## src/rtl/alu_unit_if.sv

```systemverilog
// Operand/result bundle for alu_unit. Build with ALU_FLAGS_EN defined to add the
// carry/overflow/negative status outputs.
interface alu_unit_if #(
  parameter int WIDTH = 32
);
  logic             in_valid;
  logic [WIDTH-1:0] a;
  logic [WIDTH-1:0] b;
  logic [2:0]       f;
  logic             out_valid;
  logic [WIDTH-1:0] y;
  logic             zero;
`ifdef ALU_FLAGS_EN
  logic             carry;
  logic             overflow;
  logic             negative;

  modport master (
    output in_valid, a, b, f,
    input  out_valid, y, zero, carry, overflow, negative
  );
  modport slave (
    input  in_valid, a, b, f,
    output out_valid, y, zero, carry, overflow, negative
  );
`else
  modport master (
    output in_valid, a, b, f,
    input  out_valid, y, zero
  );
  modport slave (
    input  in_valid, a, b, f,
    output out_valid, y, zero
  );
`endif
endinterface

```

## src/rtl/alu_unit.sv

```systemverilog
// Registered integer ALU (AND/OR/ADD/SUB/SLT/inverted-B logic) with a zero flag.
// Defining ALU_FLAGS_EN adds registered carry/overflow/negative outputs.
module alu_unit #(
  parameter int WIDTH = 32
) (
  input  logic       clk,
  input  logic       rst_n,
  alu_unit_if.slave  bus
);

  logic [WIDTH-1:0] bb;
  logic [WIDTH-1:0] sum;
  logic             add_ovf;
  logic             lt;
  logic [WIDTH-1:0] y_d;
  logic [WIDTH-1:0] y_q;
  logic             zero_d;
  logic             zero_q;
  logic             out_valid_q;

`ifdef ALU_FLAGS_EN
  logic             carry_out;
  logic             carry_d;
  logic             carry_q;
  logic             overflow_d;
  logic             overflow_q;
  logic             negative_q;
`endif

  // ADD and SUB share one adder; f[2] both inverts B and supplies the +1.
  always_comb begin
    bb = bus.f[2] ? ~bus.b : bus.b;
`ifdef ALU_FLAGS_EN
    {carry_out, sum} = {1'b0, bus.a} + {1'b0, bb} + {{WIDTH{1'b0}}, bus.f[2]};
`else
    sum = bus.a + bb + {{(WIDTH-1){1'b0}}, bus.f[2]};
`endif
    add_ovf = (bus.a[WIDTH-1] == bb[WIDTH-1]) && (sum[WIDTH-1] != bus.a[WIDTH-1]);
    // Sign of the difference corrected for overflow gives the true signed compare.
    lt = sum[WIDTH-1] ^ add_ovf;
  end

  always_comb begin
    y_d = '0;
    unique case (bus.f[1:0])
      2'b00: y_d = bus.a & bb;
      2'b01: y_d = bus.a | bb;
      2'b10: y_d = sum;
      2'b11: y_d = bus.f[2] ? {{(WIDTH-1){1'b0}}, lt} : '0;
      default: y_d = '0;
    endcase
    zero_d = (y_d == '0);
  end

`ifdef ALU_FLAGS_EN
  always_comb begin
    carry_d    = (bus.f[1:0] == 2'b10) ? carry_out : 1'b0;
    overflow_d = (bus.f[1:0] == 2'b10) ? add_ovf   : 1'b0;
  end
`endif

  always_ff @(posedge clk or negedge rst_n) begin
    if (!rst_n) begin
      y_q         <= '0;
      zero_q      <= 1'b1;
      out_valid_q <= 1'b0;
`ifdef ALU_FLAGS_EN
      carry_q     <= 1'b0;
      overflow_q  <= 1'b0;
      negative_q  <= 1'b0;
`endif
    end else begin
      out_valid_q <= bus.in_valid;
      if (bus.in_valid) begin
        y_q        <= y_d;
        zero_q     <= zero_d;
`ifdef ALU_FLAGS_EN
        carry_q    <= carry_d;
        overflow_q <= overflow_d;
        negative_q <= y_d[WIDTH-1];
`endif
      end
    end
  end

  assign bus.y         = y_q;
  assign bus.zero      = zero_q;
  assign bus.out_valid = out_valid_q;
`ifdef ALU_FLAGS_EN
  assign bus.carry     = carry_q;
  assign bus.overflow  = overflow_q;
  assign bus.negative  = negative_q;
`endif

endmodule

```

## src/flat_wrapper.sv

```systemverilog
// flat-port wrapper written by rule: the top's interface ports become plain ports
module alu_unit_flat 
#(
  parameter int WIDTH = 32
)
  (clk, rst_n, bus_in_valid, bus_a, bus_b, bus_f, bus_out_valid, bus_y, bus_zero);
  alu_unit_if #(.WIDTH(WIDTH)) bus_i ();
  input  logic clk;
  input  logic rst_n;
  input wire logic [$bits(bus_i.in_valid)-1:0] bus_in_valid;
  input wire logic [$bits(bus_i.a)-1:0] bus_a;
  input wire logic [$bits(bus_i.b)-1:0] bus_b;
  input wire logic [$bits(bus_i.f)-1:0] bus_f;
  output wire logic [$bits(bus_i.out_valid)-1:0] bus_out_valid;
  output wire logic [$bits(bus_i.y)-1:0] bus_y;
  output wire logic [$bits(bus_i.zero)-1:0] bus_zero;
  assign bus_i.in_valid = bus_in_valid;
  assign bus_i.a = bus_a;
  assign bus_i.b = bus_b;
  assign bus_i.f = bus_f;
  assign bus_out_valid = bus_i.out_valid;
  assign bus_y = bus_i.y;
  assign bus_zero = bus_i.zero;
  alu_unit #(.WIDTH(WIDTH)) u_core (.clk(clk), .rst_n(rst_n), .bus(bus_i));
endmodule
```

## config.mk

```make
export PLATFORM = sky130hd
export DESIGN_NAME = alu_unit_flat
export DESIGN_NICKNAME = d
export VERILOG_FILES = /design/src/rtl/alu_unit_if.sv /design/src/rtl/alu_unit.sv /design/src/flat_wrapper.sv
export SDC_FILE = /design/constraint.sdc
export NUM_CORES = 1
export LEC_CHECK = 0
export CAP_MARGIN = 10
export CORE_UTILIZATION = 55
export DETAILED_ROUTE_END_ITERATION = 10
export HOLD_SLACK_MARGIN = 0.08
export PLACE_DENSITY = 0.81
export SYNTH_ARGS = -nofsm -noshare
export SYNTH_HDL_FRONTEND = slang
export SYNTH_SLANG_ARGS = --single-unit
```

## constraint.sdc

```tcl
create_clock -name clk -period 2 [get_ports clk]
set_clock_uncertainty 0.15 [all_clocks]
set_input_delay 0.2 -clock clk [delete_from_list [all_inputs] [get_ports clk]]
set_output_delay 0.2 -clock clk [all_outputs]
set_load 0.01 [all_outputs]
```

==> results.yml, run 1 <==
run_status:
  outcome: "did not finish"
  haltStage: "5_1_grt"
  error: "[ERROR GRT-0116] Global routing finished with congestion. Check the congestion regions in the DRC Viewer."
synth:
  postSynthAreaPerCell_um2: 7.691
  async_flop_share: 1.000
  synth_edf_count: 0
  synth_xor_area_frac: 0.09623
  ys_ff_latch: 34
  syn_area_um2: 4915
  synth_fa_ha_area_frac: 0.1670
  synth_cell_types: 78
  ys_seq_area_frac: 0.1734
  synth_compound_area_frac: 0.2426
  synth_ff_type: "dfrtp_1"
  synth_fp_nets: 774
  synth.mux.area_fraction: 0.05244
  syn_inst: 639
  ys_warn_count: 0
  synth_top_family_by_area: "compound AO/OA/AOI/OAI gates"
  yosys.area_share.simple: 0.1642
placed_design:
  dpl.hpwl_um: 14670
  dp_cells: 980
  post-place-ws_ns: -1.891
  gp_congestion: 0.9580
  io_buffers: 103
floorplan:
  initial_core_util: 0.5663
  fp.dieH_um: 96.53
  ios: 104
  rows: 34
  die_w_um: 96.53
grt:
  track_usage: 0.7673
  grt_max_degree: 62
  grt.overflow.total: 120
  grt_pass1_vias: 8785
  grt_pass1_wl_um: 52450
cts:
  h-tree-depth: 2
  cts-buffers-inserted: 5
  ctsLongestPathBuffers: 2
  clock-root-buffer: "clkbuf_8"
  cts_num_sinks: 34
-- synth_stat cells (6+ instances only) --
master	n	area (um2)
inv_1	88	330.3
nor2_1	71	266.5
a21oi_1	64	320.3
ha_1	64	800.8
xor2_1	41	359.1
dfrtp_1	33	825.8
nand2_1	31	116.4
o21ai_0	24	120.1
mux2i_1	19	190.2
clkbuf_1	16	60.06
xnor2_1	13	113.9
nand3_1	11	55.05
nor3_1	11	55.05
a211oi_1	9	67.56
o211ai_1	9	67.56
nand2b_1	8	50.05
nand4_1	8	50.05
a31oi_1	7	43.79
and3_1	6	37.54
nor2b_1	6	37.54
-- logic make-up after synthesis --
kind of cell	count (synthesis)
adders and majority gates	65
DFF	34
AOI/OAI and AO/OA	173
and+or+nand+nor	170
buffers and inverters	119
xor gates and xnor gates	54
muxes	24
-- per-layer routing --
layer | global-route usage | GRT overflow
met1 | 0.7303 | 0
met2 | 0.9701 | 70
met3 | 0.5649 | 0
met4 | 0.8811 | 50
met5 | 0.1548 | 0
-- timing repair --
| action | CTS |
|---|---|
| gates cloned | 1 |
| pin swaps | 87 |
| hold buffers | 0 |
| resized for setup | 152 |
| endpoints found under the setup margin | 32 |
| setup buffers | 50 |
| endpoints found under the hold margin | 0 |
-- metrics by stage --
stage | TNS (ns) | area [um2]
floorplan | -14.08 | 5338
global placement | -32.23 | 7458
detailed placement | -35.42 | 7458
CTS | -18.08 | 8511
==> inputs of run 2 (changes only) <==
CORE_UTILIZATION = 40   (was 55)
HOLD_SLACK_MARGIN = unset   (was 0.08)
PLACE_DENSITY = unset   (was 0.81)
PLACE_DENSITY_LB_ADDON = 0.15   (was unset)
==> run 2 against run 1 <==
The flow now finishes, with violations (negative setup slack); area after synthesis unchanged; synthesized cell count unchanged.
==> results.yml, run 2 <==
grt:
  grt_max_degree: 62
  grt_pass1_vias: 5942
  antenna_found_initial: 0
  grt_pass1_wl_um: 29290
  grt.overflow.total: 0
  track_usage: 0.2906
cts:
  h-tree-depth: 2
  cts_tree: "yes"
  cts-buffers-inserted: 5
  cts_hold_buf: 0
  ctsLongestPathBuffers: 2
  clk_pin_slew_ns: 0.06
  clock_latency_ns: 0.28
  clock-root-buffer: "clkbuf_16"
  cts_num_sinks: 34
placed_design:
  dpl.hpwl_um: 14000
  io_buffers: 103
  placed_cell_area_um2: 7575
  post-place-ws_ns: -1.727
  gp_congestion: 0.9305
floorplan:
  rows: 40
  fp.dieH_um: 112.8
  initial_core_util: 0.4092
  core_um2: 12010
  die_area_um2: 12730
  die_w_um: 112.8
  ios: 104
layout:
  n_antenna_cell: 0
  num-nets-final: 1057
  areaGrowthSynthToFinish_pct: 79.66
  largest_reg_flops: 32
  multiInputGateArea_um2: 4649
  final_area_um2: 8830
  final_common_cell: "buf_4"
  final_cell_mix: "buf_4 (193), inv_1 (80), clkdlybuf4s50_1 (80)"
  final-seq-area_um2: 852.1
  fillerInstances: 914
  layout-drive-gt1-share: 0.4225
synth:
  synth_ff_type: "dfrtp_1"
  synth_fp_nets: 774
  postSynthAreaPerCell_um2: 7.691
  ys_warn_count: 0
  netlist_top_cells_area: "dfrtp_1 (17%), ha_1 (16%), xor2_1 (7.3%), inv_1 (6.7%), a21oi_1 (6.5%)"
  synth.most_common_cell: "inv_1"
  syn_area_um2: 4915
  async_flop_share: 1.000
  syn_inst: 639
  ys_ff_latch: 34
  yosys.area.top_type: "dfrtp_1"
  synth_cell_types: 78
  ys_seq_area_frac: 0.1734
  synth_edf_count: 0
  ys_top_cells_by_count: "inv_1 (88), nor2_1 (71), a21oi_1 (64), ha_1 (64), xor2_1 (41)"
  netlist.area_leader.share: 0.1680
sta:
  worst_pin_slew_ns: 0.7138
  slew_violations: 0
  maxSlewHeadroom: 0.5241
  setup_tns_ns: -21.53
  clock.fmax_mhz: 304.3
  setup_violations: 31
  finalHoldViolations: 0
  min_period_over_period: 1.643
  fin_ws_ns: -1.286
  rsz0062_at_grt: "true"
  layout_min_cycle_time_ns: 3.286
setup_path:
  required_ns: 2.04
  cp.arrival_ns: 3.33
  cp-end-kind: "flip-flop"
  rrSetupSlack_ns: 1.08
  crit_type: "in -> reg"
  startpoint_type: "input port"
  crit_fanout: 7
power_and_ir_drop:
  max-vdd-ir-drop_uv: 383.7
  p_leak_nw: 4.016
  power.density_nw_per_um2: 565.3
flow_run:
  maxCapViolCount: 0
detailed_routing:
  routed_wl_um: 19050
  drt_iter0_drc: 305
  vias_per_cell: 5.440
  via_count: 5821
  avgRoutedWirePerCell_um: 17.80
  drc: 0
  drtAntennaViolNets: 0
  dr.pass1.iters: 4
hold_path:
  min_path_type: "in -> async"
run_status:
  violations: "negative setup slack"
  outcome: "finished, violations left"
-- run 2: final timing paths --
path / start / endpoint / cells past startpoint
min reg2reg: u_core.bus.y[30] / u_core.bus.y[30] / 1
max in group asynchronous: rst_n / u_core.bus.zero / 2
max reg2reg: u_core.bus.y[0] / u_core.bus.y[0] / 1
max: bus_f[2] / u_core.bus.zero / 16
min: rst_n / u_core.bus.y[25] / 2
min in group clk: u_core.bus.y[30] / u_core.bus.y[30] / 1
-- run 2: power by group --
part	internal [mW]	switching, mW
logic	1.64	1.57
clock network	0.588	0.344
registers	0.789	0.0590
-- run 2: critical path, stage by stage --
cell and delay [ns]:
buf_12 0.11, buf_12 0.14, buf_12 0.15, xor2_4 0.19, inv_2 0.06, ha_4 0.29
nand4_1 0.21, o22ai_4 0.25, buf_4 0.17, o211ai_1 0.14, and4b_1 0.28, a311oi_2 0.31
nand4_1 0.21, nor4_4 0.22, nand4b_1 0.16, o41ai_2 0.21
-- run 2: metrics by stage --
stage                     cells  hold WS, ns  power (mW)    util
final                      1070       0.1942       4.992  0.7351
after detailed placement   1028       0.3169       3.476  0.6306
after global placement     1028       0.3114       3.429  0.6306
after global routing       1070       0.2379       5.245  0.7351
after floorplan             639      -0.2456       2.248       -
after CTS                  1068       0.2173       4.813  0.7159
-- run 2: layer usage --
layer  global-route usage  vias to the layer above  part of all wire
met5                    0                        -                 0
met4              0.09778                        0             0.037
met3              0.03321                       52             0.042
met2               0.5387                      201              0.51
met1               0.3466                     2794              0.41
li1                     -                     2774                 -
-- run 2: cells by family after synthesis --
group,synth area share
AO/OA/AOI/OAI,0.2426
XOR/XNOR,0.09623
adder cells (fa/ha/maj),0.1670
buffers and inverters,0.1041
flip-flops,0.1734
multiplexers,0.05244
AND/OR/NAND/NOR,0.1642
-- run 2: timing repair --
item | CTS | global route
setup endpoints to repair | 31 | 32
pin swaps | 89 | 29
setup buffers | 32 | 9
gates resized for setup | 134 | 41
cloned | 1 | 0
-- run 2: cell type report --
type / count / share of cell area
Tap cell: 147 / 0.02083
Timing Repair Buffer: 307 / 0.2994
Inverter: 88 / 0.03741
Clock inverter: 3 / 0.005101
Clock buffer: 5 / 0.01417
Sequential cell: 34 / 0.09650
Multi-Input combinational cell: 486 / 0.5266
Power figures use the tool's default switching activity.
==> inputs of run 3 (changes only) <==
SETUP_SLACK_MARGIN = 0.05   (was unset)
SLEW_MARGIN = 20   (was unset)
==> run 3 against run 2 <==
The run still ends with negative setup slack left; cell count is 0.75% higher; worst setup slack better by 0.10 ns; register-to-register slack worse by 0.02 ns; sequential share of layout area is 0.36 points lower; first-iteration DRC count is 4.6% higher; utilization is 2.9 points higher; count of clock-buffer cells in the layout stayed put; via count is 2.8% higher; maximum frequency is 3.3% higher; sequential power hardly changed; largest cell class unchanged.
==> results.yml, run 3 (same netlist as run 2, synthesis figures left out) <==
run_status:
  outcome: "finished, violations left"
  violations: "negative setup slack"
sta:
  maxSlewHeadroom: 0.5259
  clock.fmax_mhz: 314.2
  slew_violations: 0
  layout_min_cycle_time_ns: 3.183
  setup_violations: 29
  worst_pin_slew_ns: 0.7111
  min_period_over_period: 1.591
  finalHoldViolations: 0
  rsz0062_at_grt: "true"
  setup_tns_ns: -19.40
  fin_ws_ns: -1.183
detailed_routing:
  via_count: 5985
  avgRoutedWirePerCell_um: 18.36
  drt_iter0_drc: 319
  routed_wl_um: 19790
  drc: 0
  drtAntennaViolNets: 0
  vias_per_cell: 5.552
  dr.pass1.iters: 8
setup_path:
  critPathTopFamily: "compound AO/OA/AOI/OAI gates"
  crit_type: "in -> reg"
  path_cells: "clkdlybuf4s50_1 > ha_1 > o211ai_2 > a21oi_4 > o311a_4 > o21ai_4 > a21oi_1 > mux2i_1 > nand3_1 > nor4_2 > nand4b_1 > o41ai_2"
  crit_fanout: 7
  path_buf_inv: 1
  startpoint_type: "input port"
  cp_slowest_stage_delay_ns: 0.46
  cp-end-kind: "flip-flop"
  cp.arrival_ns: 3.23
  required_ns: 2.04
  slowest_stage: "clkdlybuf4s50_1"
layout:
  layout-drive-gt1-share: 0.4640
  num-nets-final: 1065
  n_antenna_cell: 0
  final_cell_mix: "buf_4 (190), clkdlybuf4s50_1 (71), inv_1 (69)"
  areaGrowthSynthToFinish_pct: 86.63
  final-seq-area_um2: 852.1
  fillerInstances: 843
  largest_reg_flops: 32
  final_common_cell: "buf_4"
  fin_cells: 1078
  multiInputGateArea_um2: 4887
placed_design:
  gp_congestion: 0.9112
  dp_cells: 1020
  io_buffers: 103
  dpl.hpwl_um: 13770
grt:
  grt_pass1_wl_um: 29690
  grt_pass1_vias: 5903
  antenna_found_initial: 0
  grt.overflow.total: 0
  grt_max_degree: 62
  track_usage: 0.2951
floorplan:
  die_w_um: 112.8
  core_um2: 12010
  die_area_um2: 12730
  ios: 104
  fp.dieH_um: 112.8
  rows: 40
  initial_core_util: 0.4092
cts:
  cts_tree: "yes"
  ctsLongestPathBuffers: 2
  h-tree-depth: 2
  clk_pin_slew_ns: 0.06
  cts-buffers-inserted: 5
  cts_num_sinks: 34
  clock_latency_ns: 0.29
  clock-root-buffer: "clkbuf_16"
power_and_ir_drop:
  max-vdd-ir-drop_uv: 418.0
  power.density_nw_per_um2: 576.4
  p_leak_nw: 4.124
hold_path:
  min_path_type: "in -> async"
flow_run:
  maxCapViolCount: 0
[run 3: cell type report]
class,instances,area share
sequential,34,0.09289
clock buffer,5,0.01364
inverter,88,0.03601
timing repair buffer,315,0.2971
clock inverter,3,0.007502
multi-input combinational,486,0.5328
tap,147,0.02005
[run 3: power breakdown]
part	switching, mW	internal (mW)
Combinational	1.65	1.73
Sequential	0.0625	0.789
Clock	0.332	0.717
[run 3: timing repair]
| action | CTS | global route |
|---|---|---|
| pin swaps | 97 | 70 |
| buffers inserted | 41 | 18 |
| gates cloned | 1 | 0 |
| endpoints found under the setup margin | 32 | 32 |
| gates resized for setup | 173 | 81 |
| hold buffers | 0 | 0 |
[run 3: stage by stage]
step	hold WS [ns]	instance area (um2)	power [mW]	worst slack (ns)	util
after global placement	0.3099	7515	3.393	-1.733	0.6256
after floorplan	-0.2456	5339	2.248	-1.090	-
final	0.1929	9173	5.287	-1.183	0.7636
after global routing	0.2380	9173	5.552	-1.285	0.7636
after CTS	0.2129	8703	4.949	-1.176	0.7246
after detailed placement	0.3171	7515	3.425	-1.918	0.6256
[run 3: routing by layer]
layer / routed length, um / global-route usage
met2: 9953 / 0.5288
met1: 7821 / 0.3542
met5: 0 / 0
met3: 1112 / 0.03642
met4: 901 / 0.1289
[run 3: final timing paths]
kind,start,endpoint,slack [ns],cells past startpoint
setup reg to reg,u_core.bus.y[0],u_core.bus.y[0],1.06,1
setup / recovery,bus_a[3],u_core.bus.zero,-1.18,12
min in group clk,bus_in_valid,u_core.bus.y[2],0.30,5
hold reg to reg,u_core.bus.y[25],u_core.bus.y[25],0.33,1
hold / removal,rst_n,u_core.bus.y[28],0.19,2
max in group asynchronous,rst_n,u_core.bus.zero,1.16,2
==> inputs of run 4 (changes only) <==
SKIP_LAST_GASP = 1   (was unset)
==> run 4 against run 3 <==
The flow still finishes with violations (negative setup slack); utilization decreased by 2.1 points; count of clock-buffer cells in the layout unchanged; cell area decreased by 2.7%; maximum frequency increased by 0.60%; non-clock buffer count increased by 2.
==> results.yml, run 4 (same netlist as run 2, synthesis figures left out) <==
detailed_routing:
  dr.pass1.iters: 4
  drt_iter0_drc: 223
  routed_wl_um: 18870
  drc: 0
  vias_per_cell: 5.386
  avgRoutedWirePerCell_um: 17.47
  drtAntennaViolNets: 0
  via_count: 5817
cts:
  cts_hold_buf: 0
  cts-buffers-inserted: 5
  cts_tree: "yes"
  cts_num_sinks: 34
  clock_latency_ns: 0.28
  h-tree-depth: 2
  ctsLongestPathBuffers: 2
  clk_pin_slew_ns: 0.06
  clock-root-buffer: "clkbuf_16"
setup_path:
  cp.depth: 17
  regToRegStartpoint: "u_core.bus.y[0]"
  cp-end-kind: "flip-flop"
  r2r_cells: 1
  cp-startpoint: "bus_f[2]"
  path_buf_inv: 5
  cp_slowest_stage_delay_ns: 0.38
  crit_type: "in -> reg"
  cp.arrival_ns: 3.21
  required_ns: 2.04
  crit_end: "u_core.bus.zero"
  crit_fanout: 8
  path_cells: "buf_12 > buf_16 > xor2_4 > inv_2 > ha_4 > buf_6 > nand2b_4 > a21oi_4 > o311a_4 > o21ai_4 > buf_6 > o211ai_4 > a311o_1 > mux2i_1 > and3_1 > nand4b_1 > o41ai_2"
  rrSetupSlack_ns: 1.07
  critPathTopFamily: "compound AO/OA/AOI/OAI gates"
  r2r-end: "u_core.bus.y[0]"
  slowest_stage: "a311o_1"
  cp_common_cell: "buf_6"
  startpoint_type: "input port"
flow_run:
  maxCapViolCount: 0
power_and_ir_drop:
  p_leak_nw: 4.073
  total_power_mw: 5.123
  max-vdd-ir-drop_uv: 414.9
  power.density_nw_per_um2: 573.9
floorplan:
  die_w_um: 112.8
  core_um2: 12010
  die_area_um2: 12730
  fp.dieH_um: 112.8
  ios: 104
  initial_core_util: 0.4092
  rows: 40
grt:
  track_usage: 0.2957
  grt_max_degree: 62
  antenna_found_initial: 0
  grt_pass1_wl_um: 29740
  grt_pass1_vias: 5921
  grt.overflow.total: 0
sta:
  finalHoldViolations: 0
  slew_violations: 0
  fin_ws_ns: -1.163
  setup_violations: 29
  worst_pin_slew_ns: 0.6446
  rsz0062_at_grt: "true"
  layout_min_cycle_time_ns: 3.163
  min_period_over_period: 1.582
  maxSlewHeadroom: 0.5703
  clock.fmax_mhz: 316.1
layout:
  final_cell_mix: "buf_4 (200), clkdlybuf4s50_1 (73), inv_1 (69)"
  areaGrowthSynthToFinish_pct: 81.62
  layout-drive-gt1-share: 0.4330
  num-nets-final: 1067
  final_common_cell: "buf_4"
  n_antenna_cell: 0
  fillerInstances: 907
  largest_reg_flops: 32
placed_design:
  gp_congestion: 0.9112
  dpl.hpwl_um: 13770
  post-place-ws_ns: -1.918
  io_buffers: 103
run_status:
  violations: "negative setup slack"
  outcome: "finished, violations left"
hold_path:
  min_path_type: "in -> async"
==> run 4: cell types whose count changed in the layout (fill, tap and decap cells not counted), moves of 5 or more <==
| cell | delta |
|---|---|
| buf_6 | -8 |
| a21oi_1 | +9 |
| a21oi_2 | -8 |
| ha_1 | +5 |
| buf_4 | +10 |
| nor2_1 | +5 |
==> run 4: worst min-delay path by stage <==
stage	start	to	cells past startpoint
2_1_floorplan	rst_n	u_core.bus.out_valid	0
3_3_place_gp	u_core.bus.y[23]	u_core.bus.y[23]	1
3_5_place_dp	u_core.bus.y[23]	u_core.bus.y[23]	1
4_1_cts	rst_n	u_core.bus.y[25]	2
5_1_grt	rst_n	u_core.bus.y[17]	2
6_report	rst_n	u_core.bus.y[17]	2
==> run 4: routing by layer <==
metal	share of wire	vias up	GRT usage
li1	-	2782	-
met3	0.038	59	0.03589
met2	0.50	185	0.5296
met1	0.42	2791	0.3549
met4	0.041	0	0.1307
met5	0	-	0
==> run 4: cell type report <==
cell class / instances / area (um2) / share of cell area
clock buffers: 5 / 125.1 / 0.01402
multi-input cells: 486 / 4658 / 0.5219
flip-flops and latches: 34 / 852.1 / 0.09546
well taps: 147 / 183.9 / 0.02061
repair buffers: 317 / 2708 / 0.3033
clock inverters: 3 / 68.82 / 0.007710
inverters: 88 / 330.3 / 0.03701
==> run 4: power by group <==
group          internal, mW  switching (mW)  total, mW  leakage, nW
Clock                 0.717           0.326       1.04       0.0940
Sequential            0.789          0.0595      0.848        0.396
Combinational          1.67            1.56       3.23         3.58
==> run 4: metrics by stage <==
stage | cell area (um2) | std cells | setup TNS, ns | utilization | hold slack [ns]
after floorplan | 5339 | 639 | -14.08 | - | -0.2456
after global placement | 7515 | 1020 | -32.78 | 0.6256 | 0.3099
after detailed placement | 7515 | 1020 | -34.11 | 0.6256 | 0.3171
after CTS | 8692 | 1066 | -16.83 | 0.7236 | 0.2129
after global routing | 8926 | 1080 | -22.25 | 0.7431 | 0.2405
final | 8926 | 1080 | -19.03 | 0.7431 | 0.1901
==> run 4: what timing repair did <==
item | in CTS | in global routing
pin swaps | 97 | 36
hold endpoints to repair | 0 | 0
gates cloned | 1 | 0
resized for setup | 169 | 28
setup buffers | 41 | 14
endpoints found under the setup margin | 32 | 32
